[config.mk]
export PLATFORM = sky130hd
export DESIGN_NAME = roe_prog
export DESIGN_NICKNAME = d
export VERILOG_FILES = /design/src/rtl/roe_pkg.sv /design/src/rtl/roe_dmem.sv /design/src/rtl/roe_regfile.sv /design/src/rtl/roe_prog.sv
export SDC_FILE = /design/constraint.sdc
export NUM_CORES = 2
export LEC_CHECK = 0
export ABC_AREA = 1
export BUFFER_PORTS_ARGS = -buffer_cell sky130_fd_sc_hd__buf_2
export CAP_MARGIN = 15
export CORE_ASPECT_RATIO = 1.75
export CORE_MARGIN = 4
export CORE_UTILIZATION = 46
export DETAILED_ROUTE_END_ITERATION = 12
export GPL_ROUTABILITY_DRIVEN = 0
export PLACE_DENSITY_LB_ADDON = 0.3
export SETUP_SLACK_MARGIN = 0.05
export SLEW_MARGIN = 20
export SYNTH_ARGS = -nofsm -noshare
export SYNTH_HDL_FRONTEND = slang
export SYNTH_SLANG_ARGS = --single-unit
[constraint.sdc]
create_clock -name clk -period 20.9 [get_ports clk]
set_input_delay 2.09 -clock clk [delete_from_list [all_inputs] [get_ports clk]]
set_output_delay 2.09 -clock clk [all_outputs]
set_load 0.1 [all_outputs]
[src/rtl/roe_pkg.sv]
// Shared types and constants for the R.O.E. 8-bit load/store core.
// Latency: n/a (declarations only).
// Backpressure: n/a (declarations only).
package roe_pkg;

  localparam int DW       = 8;
  localparam int RF_DEPTH = 8;
  localparam int DM_DEPTH = 256;
  localparam int IM_DEPTH = 256;
  localparam int IW       = 12;
  localparam int RFAW     = $clog2(RF_DEPTH);
  localparam int DMAW     = $clog2(DM_DEPTH);
  localparam int PCW      = $clog2(IM_DEPTH);

  // Instruction word field positions
  localparam int OP_MSB  = 11;
  localparam int OP_LSB  = 8;
  localparam int RD_MSB  = 7;
  localparam int RD_LSB  = 6;
  localparam int RS_MSB  = 5;
  localparam int RS_LSB  = 4;
  localparam int IMM_MSB = 3;
  localparam int IMM_LSB = 0;

  typedef enum logic [3:0] {
    OP_HALT  = 4'd0,
    OP_SLB   = 4'd1,
    OP_ADDI  = 4'd2,
    OP_SUBI  = 4'd3,
    OP_SLI   = 4'd4,
    OP_SRI   = 4'd5,
    OP_REDEF = 4'd6,
    OP_LD    = 4'd7,
    OP_SW    = 4'd8,
    OP_SLT   = 4'd9,
    OP_XOR   = 4'd10,
    OP_AND   = 4'd11,
    OP_OR    = 4'd12,
    OP_BNEZ  = 4'd13,
    OP_NOP0  = 4'd14,
    OP_NOP1  = 4'd15
  } opcode_e;

  typedef enum logic {
    ST_IDLE = 1'b0,
    ST_RUN  = 1'b1
  } state_e;

  // Assemble one instruction word from its fields
  function automatic logic [IW-1:0] enc(input opcode_e op, input logic [1:0] rd,
                                        input logic [1:0] rs, input logic [3:0] imm);
    return {op, rd, rs, imm};
  endfunction

endpackage

[src/rtl/roe_dmem.sv]
// Byte-wide data memory, DM_DEPTH entries, shared address for read and write.
// Latency: read same cycle, write visible the cycle after we_i.
// Backpressure: none; contents are never reset.
module roe_dmem
  import roe_pkg::*;
(
  input  logic            clk,
  input  logic            we_i,
  input  logic [DMAW-1:0] addr_i,
  input  logic [DW-1:0]   wdata_i,
  output logic [DW-1:0]   rdata_o
);

  logic [DW-1:0] core [0:DM_DEPTH-1];

  // Synchronous write
  always_ff @(posedge clk) begin
    if (we_i) core[addr_i] <= wdata_i;
  end

  // Asynchronous read
  always_comb rdata_o = core[addr_i];

endmodule

[src/rtl/roe_regfile.sv]
// Windowed-core register file: 8 x DW, two combinational read ports, one write port.
// Latency: reads same cycle, write visible the cycle after we_i.
// Backpressure: none; a write is accepted every cycle we_i is high. Contents survive reset.
module roe_regfile
  import roe_pkg::*;
(
  input  logic            clk,
  input  logic            we_i,
  input  logic [RFAW-1:0] waddr_i,
  input  logic [DW-1:0]   wdata_i,
  input  logic [RFAW-1:0] raddr_a_i,
  input  logic [RFAW-1:0] raddr_b_i,
  output logic [DW-1:0]   rdata_a_o,
  output logic [DW-1:0]   rdata_b_o
);

  logic [DW-1:0] RF [0:RF_DEPTH-1];

  // Single synchronous write port, deliberately unreset so host preloads persist
  always_ff @(posedge clk) begin
    if (we_i) RF[waddr_i] <= wdata_i;
  end

  // Two asynchronous read ports
  always_comb begin
    rdata_a_o = RF[raddr_a_i];
    rdata_b_o = RF[raddr_b_i];
  end

endmodule

[src/rtl/roe_prog.sv]
// R.O.E. core top: ROM, PC, run-control FSM, decoder/ALU, register file and data memory.
// Latency: one instruction per cycle after req; ack pulses in the cycle the halt executes.
// Backpressure: req is only honoured in IDLE; it is ignored during a run and its ack cycle.
module roe_prog
  import roe_pkg::*;
(
  input  logic clk,
  input  logic reset,
  input  logic req,
  output logic ack
);

  state_e          state_q, state_d;
  logic [PCW-1:0]  pc_q, pc_d;
  logic [RFAW-1:0] base_q, base_d;

  logic [IW-1:0]   instr;
  opcode_e         op;
  logic [1:0]      rd_f, rs_f;
  logic [3:0]      imm_f;
  logic            is_rrr;

  logic [RFAW-1:0] ra_idx, rb_idx, wr_idx;
  logic [DW-1:0]   ra_dat, rb_dat, dm_rdat;
  logic            rf_we, dm_we;
  logic [DW-1:0]   rf_wdat;

  // Fixed program image; every unlisted address holds halt
  function automatic logic [IW-1:0] rom_word(input logic [PCW-1:0] a);
    case (a)
      8'd0:    return enc(OP_SLB,   2'd0, 2'd0, 4'd1);
      8'd2:    return enc(OP_ADDI,  2'd0, 2'd0, 4'd8);
      8'd4:    return enc(OP_SUBI,  2'd0, 2'd0, 4'd7);
      8'd6:    return enc(OP_SLI,   2'd0, 2'd0, 4'd2);
      8'd8:    return enc(OP_SRI,   2'd0, 2'd0, 4'd1);
      8'd10:   return enc(OP_REDEF, 2'd0, 2'd0, 4'd4);
      8'd11:   return enc(OP_ADDI,  2'd0, 2'd0, 4'd2);
      8'd12:   return enc(OP_REDEF, 2'd0, 2'd0, 4'd0);
      8'd14:   return enc(OP_LD,    2'd1, 2'd0, 4'd0);
      8'd16:   return enc(OP_SW,    2'd1, 2'd0, 4'd0);
      8'd18:   return enc(OP_SLT,   2'd2, 2'd1, 4'd0);
      8'd20:   return enc(OP_XOR,   2'd2, 2'd1, 4'd0);
      8'd22:   return enc(OP_AND,   2'd2, 2'd1, 4'd0);
      8'd24:   return enc(OP_OR,    2'd2, 2'd1, 4'd0);
      default: return enc(OP_HALT,  2'd0, 2'd0, 4'd0);
    endcase
  endfunction

  // Fetch/decode and window-relative register index translation
  always_comb begin
    instr  = rom_word(pc_q);
    op     = opcode_e'(instr[OP_MSB:OP_LSB]);
    rd_f   = instr[RD_MSB:RD_LSB];
    rs_f   = instr[RS_MSB:RS_LSB];
    imm_f  = instr[IMM_MSB:IMM_LSB];
    is_rrr = (op == OP_SLT) || (op == OP_XOR) || (op == OP_AND) || (op == OP_OR);
    // Port A carries rt for three-register ops, rd otherwise; port B always rs
    ra_idx = base_q + {1'b0, (is_rrr ? imm_f[1:0] : rd_f)};
    rb_idx = base_q + {1'b0, rs_f};
    wr_idx = base_q + {1'b0, rd_f};
  end

  roe_regfile register_file (
    .clk       (clk),
    .we_i      (rf_we),
    .waddr_i   (wr_idx),
    .wdata_i   (rf_wdat),
    .raddr_a_i (ra_idx),
    .raddr_b_i (rb_idx),
    .rdata_a_o (ra_dat),
    .rdata_b_o (rb_dat)
  );

  roe_dmem dm1 (
    .clk     (clk),
    .we_i    (dm_we),
    .addr_i  (rb_dat),
    .wdata_i (ra_dat),
    .rdata_o (dm_rdat)
  );

  // Next-state, execute and ack generation; reset suppresses all side effects
  always_comb begin
    state_d = state_q;
    pc_d    = pc_q;
    base_d  = base_q;
    rf_we   = 1'b0;
    rf_wdat = '0;
    dm_we   = 1'b0;
    ack     = 1'b0;
    case (state_q)
      ST_IDLE: begin
        if (req) state_d = ST_RUN;
      end
      ST_RUN: begin
        pc_d = pc_q + PCW'(1);
        case (op)
          OP_HALT: begin
            ack     = 1'b1;
            state_d = ST_IDLE;
          end
          OP_SLB: begin
            rf_we   = 1'b1;
            rf_wdat = {ra_dat[DW-1:4], imm_f};
          end
          OP_ADDI: begin
            rf_we   = 1'b1;
            rf_wdat = ra_dat + DW'(imm_f);
          end
          OP_SUBI: begin
            rf_we   = 1'b1;
            rf_wdat = ra_dat - DW'(imm_f);
          end
          OP_SLI: begin
            rf_we   = 1'b1;
            rf_wdat = ra_dat << imm_f;
          end
          OP_SRI: begin
            rf_we   = 1'b1;
            rf_wdat = ra_dat >> imm_f;
          end
          OP_REDEF: base_d = imm_f[RFAW-1:0];
          OP_LD: begin
            rf_we   = 1'b1;
            rf_wdat = dm_rdat;
          end
          OP_SW:   dm_we = 1'b1;
          OP_SLT: begin
            rf_we   = 1'b1;
            rf_wdat = (ra_dat < rb_dat) ? DW'(1) : DW'(0);
          end
          OP_XOR: begin
            rf_we   = 1'b1;
            rf_wdat = rb_dat ^ ra_dat;
          end
          OP_AND: begin
            rf_we   = 1'b1;
            rf_wdat = rb_dat & ra_dat;
          end
          OP_OR: begin
            rf_we   = 1'b1;
            rf_wdat = rb_dat | ra_dat;
          end
          OP_BNEZ: begin
            if (ra_dat != '0) pc_d = pc_q + {{(PCW-4){imm_f[3]}}, imm_f};
          end
          default: ;
        endcase
      end
      default: state_d = ST_IDLE;
    endcase
    if (reset) begin
      rf_we = 1'b0;
      dm_we = 1'b0;
      ack   = 1'b0;
    end
  end

  // Architectural state register with synchronous reset
  always_ff @(posedge clk) begin
    if (reset) begin
      state_q <= ST_IDLE;
      pc_q    <= '0;
      base_q  <= '0;
    end else begin
      state_q <= state_d;
      pc_q    <= pc_d;
      base_q  <= base_d;
    end
  end

endmodule

# Word-level counts from Yosys, hierarchy flattened
# Memory sizes are Yosys's and may differ from the RTL's. A register that Yosys moved wholly into a read port is not among the register bits.
# Index checks and enable logic that the tools add are counted.
[word_totals] rom_bits=352 ramBits=2112 elab_cells=66 register_bits=12 output_inout_bits=1 mem_count=3 inputBits=3
[mem_list] name="dm1.core" words=256 word_bits=8 rd=1 rd_clocked_by_memory_dff=0 write_ports=1 line="roe_dmem.sv:14" rtl="logic [DW-1:0] core [0:DM_DEPTH-1];"
[mem_list] name="(name not given)" words=32 word_bits=11 rd=1 rd_clocked_by_memory_dff=1 write_ports=0 line="roe_prog.sv:30" rtl="case (a)"
[mem_list] name="register_file.RF" words=8 word_bits=8 rd=2 rd_clocked_by_memory_dff=0 write_ports=1 line="roe_regfile.sv:17" rtl="logic [DW-1:0] RF [0:RF_DEPTH-1];"
[classes] mux=25 reduce_logical=8 n_bitwise=4 eq_ne=13 add_sub_neg=7 shift=2 magnitude_cmp=1
[op_table] op="$pmux 8 s10" count=1
[op_table] op="$eq 4x4->1 const B" count=6
[op_table] op="$mux 8" count=3
[op_table] op="$eq 4x3->1 const B" count=4
[op_table] op="$mux 1" count=16
[op_table] op="$mux 12" count=1
[op_table] op="$mux 5" count=2
[op_table] op="$reduce_or 10->1" count=1
[op_table] op="$add 3x2->3" count=3
[op_table] op="$add 8x1->8 const B" count=1
[op_table] op="$add 8x4->8" count=1
[op_table] op="$add 8x8->8" count=1
[op_table] op="$and 8x8->8" count=1
[op_table] op="$eq 4x2->1 const B" count=2
[op_table] op="$lt 8x8->1" count=1
[op_table] op="$or 8x8->8" count=1
[op_table] op="$reduce_bool 8->1" count=1
[op_table] op="$shl 8x4->8" count=1
[op_table] op="$shr 8x4->8" count=1
[op_table] op="$sub 8x4->8" count=1
[op_table] op="$xor 8x8->8" count=1
[op_table] op="$eq 4x1->1 const B" count=1
[op_table] op="$logic_not 4->1" count=1
[op_table] op="$logic_not 3->1" count=1
[op_table] op="other kinds (5)" count=7

# Depth between registers and ports, before layout
# An unclocked memory read counts as a cell.
[depth] depth_word=14 ltp_mapped=35 depth_no_buf=33

# Cells and area by module
# A second synthesis with hierarchy kept.
[hier_totals] hier_cells=9019 hier_area_um2=91714.2
[by_module_without_submodules] mod="roe_dmem" seq_area_each_um2=61499.0 cells_per_inst=8013 instances=1 area_per_inst_um2=84696.2
[by_module_without_submodules] mod="roe_regfile" seq_area_each_um2=1921.8 cells_per_inst=445 instances=1 area_per_inst_um2=3553.4
[by_module_without_submodules] mod="roe_prog" seq_area_each_um2=440.4 cells_per_inst=561 instances=1 area_per_inst_um2=3464.6

# Worst setup path before layout
# OpenSTA, ideal clock, no wires.
[synth_timing] path_type="reg2reg" startpoint="register pc_q[5]" endpoint="memory register_file.RF[0][6], data pin" path_buffers=1 required_ps=20676 path_stages_with_launch=27 slack_ps=4308 t_arrival_ps=16368 setup_ps=224 period_less_slack_ps=16592 path_cell_list="dfxtp_1 > nor2_1 > nand2_1 > nor2_1 > nor2_1 > nand2_1 > inv_1 > a21oi_1 > o21ai_0 > ha_1 > fa_1 > buf_2 > inv_2 > nand3_1 > nand2_1 > o21ai_0 > inv_1 > ha_1 > fa_1 > o31ai_1 > inv_1 > nor2_1 > nor2_1 > o21bai_1 > xor2_1 > a211oi_1 > a21oi_1"
[synth_via] elab_chain_len=12 word_cells_on_any_way=29 classes_between="4 x add/sub; 10 x eq/ne; 2 x shift; 4 x mux; 3 x bitwise; 4 x reduce/logical; 2 x memory"
[synth_lines] element="start: declaration" line="roe_prog.sv:14" rtl="logic [PCW-1:0] pc_q, pc_d;"
[synth_lines] element="start signal: assignment" line="roe_prog.sv:167" rtl="pc_q <= pc_d;"
[synth_lines] element="$logic_not 3->1 *" line="roe_prog.sv:30"
[synth_lines] element="$mux 12 *" line="roe_prog.sv:30"
[synth_lines] element="$eq 4x4->1" line="roe_prog.sv:56" rtl="is_rrr = (op == OP_SLT) || (op == OP_XOR) || (op == OP_AND) || (op == OP_OR);"
[synth_lines] element="$logic_or 1x1->1 (3 in a row)" line="roe_prog.sv:56"
[synth_lines] element="$mux 2 *" line="roe_prog.sv:58" rtl="ra_idx = base_q + {1'b0, (is_rrr ? imm_f[1:0] : rd_f)};"
[synth_lines] element="$add 3x2->3 *" line="roe_prog.sv:58"
[synth_lines] element="$mem_v2 8x8 *"
[synth_lines] element="net dm1.wdata_i[0]" line="roe_dmem.sv:10" rtl="input logic [DW-1:0] wdata_i,"
[synth_lines] element="$sub 8x4->8, or another cell as far along" line="roe_prog.sv:112" rtl="rf_wdat = ra_dat - DW'(imm_f);"
[synth_lines] element="$pmux 8 s10 *" line="roe_prog.sv:97" rtl="case (op)"
[synth_lines] element="$mux 8 *" line="roe_prog.sv:91" rtl="case (state_q)"
[synth_lines] element="net register_file.wdata_i[6]" line="roe_regfile.sv:10" rtl="input logic [DW-1:0] wdata_i,"
[synth_lines] element="end: declaration" line="roe_regfile.sv:17"
# Mark *: on every way through the listed nets, which the timed path passes. The rest lies on a longest branch.

# Final worst setup path
[layout_timing] startpoint="register pc_q[5]" endpoint="memory register_file.RF[7][1], data pin"
[layout_via] elab_chain_len=12 word_cells_on_any_way=29 classes_between="4 x add/sub; 10 x eq/ne; 2 x shift; 4 x mux; 3 x bitwise; 4 x reduce/logical; 2 x memory"
[layout_lines] element="$logic_not 3->1 *" line="roe_prog.sv:30"
[layout_lines] element="$mux 12 *" line="roe_prog.sv:30"
[layout_lines] element="$eq 4x4->1" line="roe_prog.sv:56, roe_prog.sv:97"
[layout_lines] element="$logic_or 1x1->1 (3 in a row)" line="roe_prog.sv:56"
[layout_lines] element="$mux 2" line="roe_prog.sv:58"
[layout_lines] element="$add 3x2->3" line="roe_prog.sv:58"
[layout_lines] element="$mem_v2 8x8"
[layout_lines] element="$sub 8x4->8, or another cell as far along" line="roe_prog.sv:112"
[layout_lines] element="$pmux 8 s10 *" line="roe_prog.sv:97"
[layout_lines] element="$mux 8 *" line="roe_prog.sv:91"
[layout_lines] element="net register_file.wdata_i[1]" line="roe_regfile.sv:10"
# Marked as above.

==> run summary <==
Clock power share - 0.399
Post-Synthesis Cells - 8878
Dpl hpwl - 153000 um
Final clock skew - 49.2 ps
Library cells used by synthesis - 51
Layout Cells excl Fill - 11500
Clk pin slew, worst setup/hold paths - 70 ps
First-pass GRT wire length - 386000 um
Sw Ratio - 0.225
Share of cells above drive strength 1 - 0.0482
Placed cells - 11100
DRC violations left - 0
Worst skew pair latency - 830 ps
Sink Count - 2134
Hold-fix buffer count after cts - 0
Max clock buf depth - 4
Setup violators final - 0
Slew at the pin closest to its max-slew limit - 1280 ps
Routed len/inst - 22.8 um
Port bufs - 3
Total wire length - 262000 um
Synth Flop Type - edfxtp_1
Fin crit period - 8910 ps
Seq/Total Area, Yosys - 0.694
Fillcell total - 17500
Max-cap viol count - 0
Io pins - 4
Initial antenna violation count - 3
Vias - 62900
Congestion Overflow GR - 0
Mapped Nets - 8929
Critical Path Source Type - flip-flop
PD cells - 87.4 nW/um2
Post-CTS Setup Bufs - 0
Pleak - 38.4 nW
Hold Fails Final Rpt - 0
Crit path DAT - 9480 ps
Status - complete, no violations
Ys async rst share - 0
Slew margin rel. - 0.138
Pint - 6.79 mW
Root buf cell - clkbuf_16
Max Freq - 112 MHz
Seq pwr share - 0.537
Die Y - 600 um
Die Width - 346 um
Post-synth EDFFs - 2112
Core area - 199000 um2
Synth Area per Inst - 10.4 um2
CP Class - flip-flop to flip-flop
Slew Limit Fails - 0
Psw - 1.98 mW
TritonCTS clock tree - done
Initial Utilization - 0.462
Largest net degree at the start of global routing - 203
FF+latch count, synth - 2134
WP data required - 21470 ps
Vias in the first global route - 61100
Overall Global Routing Usage - 0.246
Total Neg Setup Slack - 0 ps
Area delta synth->final - 8.96%
CTS buffer count - 187
Peak VDD IR - 0.0682 mV
RSZ-0062 raised after global routing - no
Initial DRT Pass Iterations - 8
Synthesis Warnings - 0
Iter 0 DRT Violations - 6289
Pwr Total - 8.76 mW
Fin util - 0.503
Syn Std Cell Area - 92000 um2
Period utilization - 0.426
Crit-path max FO - 179
# resized after CTS - 0
Row count - 217
Logic gate share of total power - 0.065
Hold Crit Class - flip-flop to flip-flop
Vias/cell - 5.49
Layout Nets - 8751
Hold_ws - 530 ps
DIE AREA - 208000 um2
Worst Setup End Kind - flip-flop
Antenna-violating nets left - 0
H-Tree Depth - 4
sequential cells by signal, indices dropped and copies added, names as in the netlist, named ones only:
signal,cells
register_file.RF,64
state_q,1
pc_q,8
dm1.core,2048
base_q,3
synthesized netlist by cell type (5+ instances only):
| master | count | share of area |
|---|---|---|
| nor2_1 | 1512 | 0.062 |
| nand4_1 | 30 | 0.0020 |
| o21ai_0 | 686 | 0.037 |
| ha_1 | 44 | 0.0060 |
| clkbuf_1 | 192 | 0.0078 |
| buf_6 | 5 | 0.00061 |
| inv_1 | 544 | 0.022 |
| o211ai_1 | 10 | 0.00082 |
| buf_4 | 19 | 0.0015 |
| dfxtp_1 | 22 | 0.0048 |
| inv_2 | 8 | 0.00033 |
| nand3_1 | 160 | 0.0087 |
| a21oi_1 | 59 | 0.0032 |
| o21ai_1 | 282 | 0.015 |
| edfxtp_1 | 2112 | 0.69 |
| xor2_1 | 8 | 0.00076 |
| a211oi_1 | 7 | 0.00057 |
| buf_1 | 26 | 0.0011 |
| nand2_1 | 2822 | 0.12 |
| nor2_2 | 5 | 0.00034 |
| buf_2 | 227 | 0.012 |
| nand3b_1 | 5 | 0.00041 |
| o21bai_1 | 11 | 0.00090 |
| a21boi_1 | 8 | 0.00065 |
| or2_2 | 10 | 0.00068 |
| nor3_1 | 10 | 0.00054 |
worst max-delay path: stages (launching register included):
cell and delay (ps):
dfxtp_1 370, nor2_1 120, nand2_1 200, nor2_1 270, ha_1 280, buf_4 260
inv_2 330, nand2_1 100, nand3_1 160, nand3_4 610, nand2_8 640, buf_4 630
buf_4 810, buf_12 540, buf_4 820, o21ai_0 190, nand2_1 100, nand2_1 70
nand2_1 50, nand4_1 220, a21oi_1 330, nand2_1 190, nand2_1 180, nand2_1 170
nor2_1 230, nor2_1 60, nor2_1 340
cells in the final DEF (no fill, tap or decap), types with 9 or more instances in the layout:
cell type,count
nand2_1,2811
edfxtp_1,2112
nor2_1,1504
o21ai_0,680
inv_1,541
o21ai_1,280
clkbuf_16,189
nand3_1,160
buf_4,87
a21oi_1,59
ha_1,44
clkinv_1,41
clkinv_2,31
nand4_1,30
clkbuf_1,30
bufinv_16,25
dfxtp_1,22
nand2_2,12
buf_12,12
o21bai_1,11
or2_2,10
o211ai_1,10
nor2_2,9
nor3_1,9
power groups by stage:
stage | logic [mW] | clock network (mW) | registers (mW)
final | 0.565 | 3.49 | 4.70
after global routing | 0.615 | 3.69 | 4.70
after CTS | 0.559 | 3.53 | 4.70
after detailed placement | 0.556 | 0 | 4.80
after global placement | 0.549 | 0 | 4.80
after floorplan | 0.355 | 0 | 4.83
final timing paths:
check	start	to	slack [ps]	cells after the start
min	pc_q[7]$_SDFFE_PP0P_	pc_q[7]$_SDFFE_PP0P_	530	2
max	pc_q[5]$_SDFFE_PP0P_	register_file.RF[7][1]$_DFFE_PP_	11990	26
min reg2reg	pc_q[7]$_SDFFE_PP0P_	pc_q[7]$_SDFFE_PP0P_	530	2
max reg2reg	pc_q[5]$_SDFFE_PP0P_	register_file.RF[7][1]$_DFFE_PP_	11990	26
cell families (layout without fill, tap and decap cells):
family | Yosys count | count (layout) | synth area share
buf+inv | 1026 | 982 | 0.0461
compound gates | 1090 | 1090 | 0.0611
other cells | 0 | 6 | 0
fa+ha+maj | 48 | 48 | 0.00685
flops | 2134 | 2134 | 0.694
xor+xnor | 13 | 13 | 0.00132
simple gates | 4567 | 4567 | 0.191
final cells by class:
cell class	instances	area, um2	area share
clock buffers	219	4840	0.0483
well taps	2628	3290	0.0328
inverters	557	2120	0.0212
clock inverters	104	1130	0.0113
multi-input cells	5718	24100	0.240
repair buffers	102	908	0.00906
flip-flops and latches	2134	63900	0.637
diodes	6	15.0	0.000150
through the flow:
| step | instance area (um2) | setup slack, ps |
|---|---|---|
| 2_1_floorplan | 92000 | 4310 |
| 3_3_place_gp | 94300 | 12530 |
| 3_5_place_dp | 94300 | 12320 |
| 4_1_cts | 100000 | 12270 |
| 5_1_grt | 100000 | 11440 |
| 6_report | 100000 | 11990 |
metal layers:
metal,share of wire,vias to the layer above,track usage
li1,-,29100,-
met2,0.51,2626,0.436
met3,0.066,760,0.0308
met4,0.074,0,0.160
met1,0.35,30500,0.280
met5,0,-,0
Power figures use the tool's default switching activity.
